## config.mk

```make
export PLATFORM = sky130hd
export DESIGN_NAME = sram_like_bridge
export DESIGN_NICKNAME = d
export VERILOG_FILES = /design/src/rtl/mem_bus_pkg.sv /design/src/rtl/strb_size_enc.sv /design/src/rtl/sram_like_bridge.sv
export SDC_FILE = /design/constraint.sdc
export NUM_CORES = 1
export LEC_CHECK = 0
export ABC_CLOCK_PERIOD_IN_PS = 1900
export BUFFER_PORTS_ARGS = -buffer_cell sky130_fd_sc_hd__buf_4
export CAP_MARGIN = 5
export CORE_ASPECT_RATIO = 1.5
export CORE_MARGIN = 2
export CORE_UTILIZATION = 25
export DETAILED_ROUTE_END_ITERATION = 8
export PLACE_DENSITY = 0.52
export SLEW_MARGIN = 20
export SYNTH_ARGS = -nofsm -noshare
export SYNTH_HDL_FRONTEND = slang
export SYNTH_SLANG_ARGS = --single-unit
```

## constraint.sdc

```tcl
create_clock -name clk -period 1.9 [get_ports clk]
set_input_delay 0.19 -clock clk [delete_from_list [all_inputs] [get_ports clk]]
set_output_delay 0.19 -clock clk [all_outputs]
set_load 0.1 [all_outputs]
```

## src/rtl/mem_bus_pkg.sv

```systemverilog
// rtl/mem_bus_pkg.sv - shared states, size codes and strobe-to-size encoding for the sram-like bridges
package mem_bus_pkg;

  typedef enum logic [2:0] {
    IDLE  = 3'd0,
    ADDR  = 3'd1,
    DATA  = 3'd2,
    HOLD  = 3'd3,
    DRAIN = 3'd4
  } busStateT;

  localparam logic [1:0] SIZE_B = 2'd0;
  localparam logic [1:0] SIZE_H = 2'd1;
  localparam logic [1:0] SIZE_W = 2'd2;

  localparam int STRB_MAX = 16;

  typedef struct packed {
    logic [1:0] size;
    logic       legal;
  } sizeEncT;

  // Full strobe -> word, one aligned pair -> half, single bit -> byte; anything else is illegal.
  function automatic sizeEncT strb_to_size(input logic [STRB_MAX-1:0] wen, input int strbW);
    logic [STRB_MAX-1:0] w;
    int ones;
    logic alignedPair;
    sizeEncT r;
    w = wen;
    ones = 0;
    alignedPair = 1'b0;
    for (int i = 0; i < STRB_MAX / 2; i++) begin
      ones = ones + int'(w[0]) + int'(w[1]);
      if (w[1:0] == 2'b11) alignedPair = 1'b1;
      w = w >> 2;
    end
    r.legal = 1'b1;
    if (ones == strbW) begin
      r.size = SIZE_W;
    end else if (ones == 2 && alignedPair) begin
      r.size = SIZE_H;
    end else if (ones == 1) begin
      r.size = SIZE_B;
    end else begin
      r.size  = SIZE_W;
      r.legal = 1'b0;
    end
    return r;
  endfunction

endpackage

```

## src/rtl/strb_size_enc.sv

```systemverilog
// rtl/strb_size_enc.sv - byte strobe to bus size code with legality flag
module strb_size_enc
  import mem_bus_pkg::*;
#(
  parameter int STRB_W = 4
) (
  input  logic [STRB_W-1:0] wen,
  output logic [1:0]        size,
  output logic              legal
);

  sizeEncT enc;

  always_comb begin
    enc = strb_to_size(STRB_MAX'(wen), STRB_W);
  end

  assign size  = enc.size;
  assign legal = enc.legal;

endmodule

```

## src/rtl/sram_like_bridge.sv

```systemverilog
// rtl/sram_like_bridge.sv - CPU memory channel to single-outstanding sram-like bus bridge
module sram_like_bridge
  import mem_bus_pkg::*;
#(
  parameter int ADDR_W    = 32,
  parameter int DATA_W    = 32,
  parameter int STRB_W    = DATA_W / 8,
  parameter int INST_MODE = 0,
  parameter int READ_SIZE = 2
) (
  input  logic              clk,
  input  logic              rst,
  input  logic              cpu_en,
  input  logic [STRB_W-1:0] cpu_wen,
  input  logic [ADDR_W-1:0] cpu_addr,
  input  logic [DATA_W-1:0] cpu_wdata,
  output logic [DATA_W-1:0] cpu_rdata,
  output logic              cpu_stall,
  input  logic              cpu_longest_stall,
  input  logic              cpu_flush,
  output logic              bus_req,
  output logic              bus_wr,
  output logic [1:0]        bus_size,
  output logic [ADDR_W-1:0] bus_addr,
  output logic [DATA_W-1:0] bus_wdata,
  input  logic              bus_addr_ok,
  input  logic              bus_data_ok,
  input  logic [DATA_W-1:0] bus_rdata
);

  busStateT state, stateNext, dbgState;
  logic cancel, cancelNext, rbufLoad;
  logic capture, done, dataOk, isWrite, encLegal;
  logic [1:0] encSize;
  logic wrQ;
  logic [1:0] sizeQ;
  logic [ADDR_W-1:0] addrQ;
  logic [DATA_W-1:0] wdataQ, rbuf;

  strb_size_enc #(.STRB_W(STRB_W)) uEnc (
    .wen  (cpu_wen),
    .size (encSize),
    .legal(encLegal)
  );

  assign isWrite  = (INST_MODE == 0) && (|cpu_wen);
  assign dbgState = ((state == ADDR || state == DATA) && cancel) ? DRAIN : state;
  assign dataOk   = (state == DATA) && bus_data_ok;
  assign done     = (dataOk && !cancel) || (state == HOLD);
  // A drained transaction's data_ok frees the bus, so a waiting access may be captured in that cycle.
  assign capture  = cpu_en && !cpu_flush && (state == IDLE || (dbgState == DRAIN && dataOk));

  always_comb begin
    stateNext  = state;
    cancelNext = cancel;
    rbufLoad   = 1'b0;
    case (state)
      IDLE: if (capture) stateNext = ADDR;
      ADDR: begin
        if (cpu_flush) cancelNext = 1'b1;
        if (bus_addr_ok) stateNext = DATA;
      end
      DATA: begin
        if (bus_data_ok) begin
          cancelNext = 1'b0;
          if (cancel) begin
            stateNext = capture ? ADDR : IDLE;
          end else if (cpu_longest_stall) begin
            stateNext = HOLD;
            rbufLoad  = 1'b1;
          end else begin
            stateNext = IDLE;
          end
        end else if (cpu_flush) begin
          cancelNext = 1'b1;
        end
      end
      HOLD: if (!cpu_longest_stall || cpu_flush) stateNext = IDLE;
      default: stateNext = IDLE;
    endcase
  end

  always_ff @(posedge clk or negedge rst) begin
    if (!rst) begin
      state  <= IDLE;
      cancel <= 1'b0;
    end else begin
      state  <= stateNext;
      cancel <= cancelNext;
    end
  end

  always_ff @(posedge clk or negedge rst) begin
    if (!rst) begin
      wrQ    <= 1'b0;
      sizeQ  <= SIZE_B;
      addrQ  <= '0;
      wdataQ <= '0;
      rbuf   <= '0;
    end else begin
      if (capture) begin
        wrQ    <= isWrite;
        sizeQ  <= isWrite ? encSize : 2'(READ_SIZE);
        addrQ  <= cpu_addr;
        wdataQ <= (INST_MODE != 0) ? '0 : cpu_wdata;
      end
      if (rbufLoad) rbuf <= bus_rdata;
    end
  end

  always_ff @(posedge clk) begin
    if (rst && capture && isWrite) assert (encLegal);
  end

  // Reset gates the stall so a held pipeline is released while the bridge is cleared.
  assign cpu_stall = rst && cpu_en && !done && !cpu_flush;
  assign cpu_rdata = (dataOk && !cancel) ? bus_rdata : rbuf;
  assign bus_req   = (state == ADDR);
  assign bus_wr    = wrQ;
  assign bus_size  = sizeQ;
  assign bus_addr  = addrQ;
  assign bus_wdata = wdataQ;

endmodule

```

==> impl_metrics.csv <==
group,metric,value,unit
outcome,status,"finished with violations",
outcome,violations,"design-rule violations, negative setup slack",
route,ant_nets,0,
clock_tree,cts_sinks,102,
route,drc,11,
route,vias_per_cell,4.39,
worst_setup_path,crit_end,"cpu_rdata[23]",
worst_setup_path,path_max_fanout,18,
run,maxCapViolCount,0,
place,pre_cts_ws,0.0188,ns
place,globalplace.congestion,0.701,
timing,hold_viol_final,0,
worst_setup_path,rr_endpoint,"bus_addr[10]",
final_layout,drive_above_1_share,0.711,
worst_setup_path,critical_path_arrival,1.82,ns
worst_setup_path,r2r-start,"state[1]",
route,wl_met1,4.34,mm
worst_hold_path,hold_path.class,"primary input to flip-flop",
route,wl_met3,662,um
timing,finalCritPeriodShare,1.06,
final_layout,nets,641,
worst_setup_path,crit_buf_inv,2,
final_layout,final_common_cell,"buf_4",
place,portBuffers,207,
route,wl,12.6,mm
logic_synthesis,ys_warn_count,0,
floorplan,rows,59,
timing,slew_headroom,0.611,
logic_synthesis,syn_inst,296,
worst_setup_path,end_kind,"primary output",
floorplan,core,17400,um^2
logic_synthesis,syn-num-nets,412,
floorplan,die_h,168,um
place,placed_cell_area,6360,um^2
timing,finalWorstSetupSlack,-0.114,ns
global_route,antenna_found_initial,0,
global_route,grt_max_degree,103,
floorplan,pin_count,208,
route,vias,3263,
worst_setup_path,criticalPathCategory,"flip-flop to primary output",
clock_tree,numCtsBuffers,9,
worst_setup_path,crit_start,"state[1]",
timing,tns,-5.82,ns
timing,timing.fmax,497,MHz
timing,finalSetupViolations,98,
worst_setup_path,reg2reg_slack,-0.09,ns
worst_setup_path,ff2ff_path_depth,8,
final_layout,design_area,7140,um^2
final_layout,area_growth_syn_to_layout,60.2,%
worst_setup_path,cp_slowest_cell,"dfrtp_1",
timing,period_needed,2.01,ns
route,drtPass1Iterations,6,
floorplan,die_w,113,um
route,met2RoutedLength,7.47,mm
worst_setup_path,cp_data_required_time,1.71,ns
worst_setup_path,cp.depth,5,
clock_tree,cts_root_buf,"clkbuf_16",
global_route,track_usage,0.125,
global_route,grt_pass1_vias,3576,
worst_setup_path,slowest_delay,0.42,ns
final_layout,n_fill_cell,1650,
final_layout,utilization,0.410,
timing,finalMaxSlewViolations,0,
timing,rsz0062_at_grt,"true",
clock_tree,clockBufferDepth,2,
logic_synthesis,synth_area,4460,um^2
worst_setup_path,crit_path_start_kind,"flip-flop",
logic_synthesis,synth.distinct_cells,26,
route,post_drt_wl_per_cell,17.0,um
final_layout,antennaDiodeCount,0,
route,drtIter0Drc,80,
floorplan,initial_core_util,0.256,
global_route,grt_pass1_wl,18.4,mm
final_layout,most-common-layout-cells,"180 x buf_4, 122 x mux2_2, 102 x dfrtp_1, 34 x buf_6, 15 x clkbuf_16",
logic_synthesis,ys_seq_elements,102,
clock_tree,htreeDepth,3,
logic_synthesis,avgSynthCellArea,15.1,um^2
route,maxUsedRoutingLayer,"met4",
floorplan,die_area,18900,um^2
worst_setup_path,cpLargestDelayFamily,"flip-flops",
clock_tree,clk_pin_slew,0.07,ns
place,hpwlAfterDp,8.74,mm
worst_setup_path,crit_chain,"ha_4 -> nand3_4 -> buf_12 -> mux2_2 -> buf_8",
clock_tree,cts_tree,"done",
timing,worst-slew-pin-transition,0.583,ns
logic_synthesis,synth-seq-area-share,0.573,
clock_tree,insertion_delay,0.35,ns
timing,fin_skew,0.00837,ns
global_route,grt_overflow_total,0,
==> area by class of cell <==
cell class,count,area [um^2],share of cell area
sequential,102,2550,0.357
clock buffer,9,225,0.0315
clock inverter,7,128,0.0179
tap,213,267,0.0373
multi-input combinational,169,1830,0.257
inverter,11,41.3,0.00578
timing repair buffer,232,2090,0.293
==> worst min-delay path by stage <==
stage                       from            to  slack, ns  cells past startpoint
floorplan                    rst   bus_addr[0]      -0.11                      0
global placement             rst  bus_wdata[8]       0.34                      2
detailed placement           rst      state[0]       0.34                      2
CTS                 cpu_wdata[1]  bus_wdata[1]       0.04                      2
global route        cpu_wdata[1]  bus_wdata[1]       0.04                      2
finish              cpu_wdata[1]  bus_wdata[1]       0.06                      2
==> what timing repair did <==
item                                   in CTS  in global routing
resized for setup                          38                  9
pin swaps                                   0                  1
hold buffers                                1                  0
setup buffers                               1                  4
gates cloned                                0                  9
endpoints found under the hold margin     102                  0
setup endpoints to repair                  36                100
==> synth_stat cells, drive strengths merged <==
cell,count,share of area
and3,1,0.0014
nand2,3,0.0025
ha,8,0.022
nor3,3,0.0034
nand3,2,0.0022
a21o,1,0.0017
mux2,129,0.33
o21ai,1,0.0011
o221ai,1,0.0020
nor2,3,0.0025
inv,11,0.0093
dfrtp,102,0.57
nor4bb,1,0.0022
a21oi,6,0.0093
fa,1,0.0045
o32a,1,0.0022
buf,14,0.021
mux2i,1,0.0022
a31oi,3,0.0042
nand4,2,0.0042
nand2b,2,0.0028
==> stage by stage <==
step | hold slack (ns) | instances
floorplan | -0.106 | 296
global placement | 0.339 | 712
detailed placement | 0.344 | 712
CTS | 0.0398 | 730
global route | 0.0431 | 743
finish | 0.0555 | 743
==> per-layer routing <==
| layer | global-route usage | up-vias |
|---|---|---|
| met3 | 0.0340 | 7 |
| li1 | - | 1502 |
| met2 | 0.242 | 99 |
| met1 | 0.124 | 1655 |
| met4 | 0.0461 | 0 |
| met5 | 0 | - |
==> worst register-to-register path, cell delays in order, from the launching register on <==
cell	delay, ns
dfrtp_1	0.40
buf_4	0.14
inv_1	0.07
ha_4	0.29
nand4_4	0.08
a21oi_4	0.21
buf_12	0.18
clkbuf_16	0.18
mux2_2	0.33
==> flip-flops by register name (all words and copies together) (netlist names) <==
signal     count
rbuf          32
state          2
bus_wr         1
cancel         1
bus_addr      32
bus_size       2
bus_wdata     32
==> cells by family after synthesis <==
kind of cell             synth area share
AO/OA/AOI/OAI                      0.0205
flip-flops                          0.573
AND/OR/NAND/NOR                    0.0213
adder cells (fa/ha/maj)            0.0269
buffers and inverters              0.0306
multiplexers                        0.328
Power is left out: the tool's default activity adds up to more than one toggle a clock period on the data nets, which glitch-free logic cannot reach.
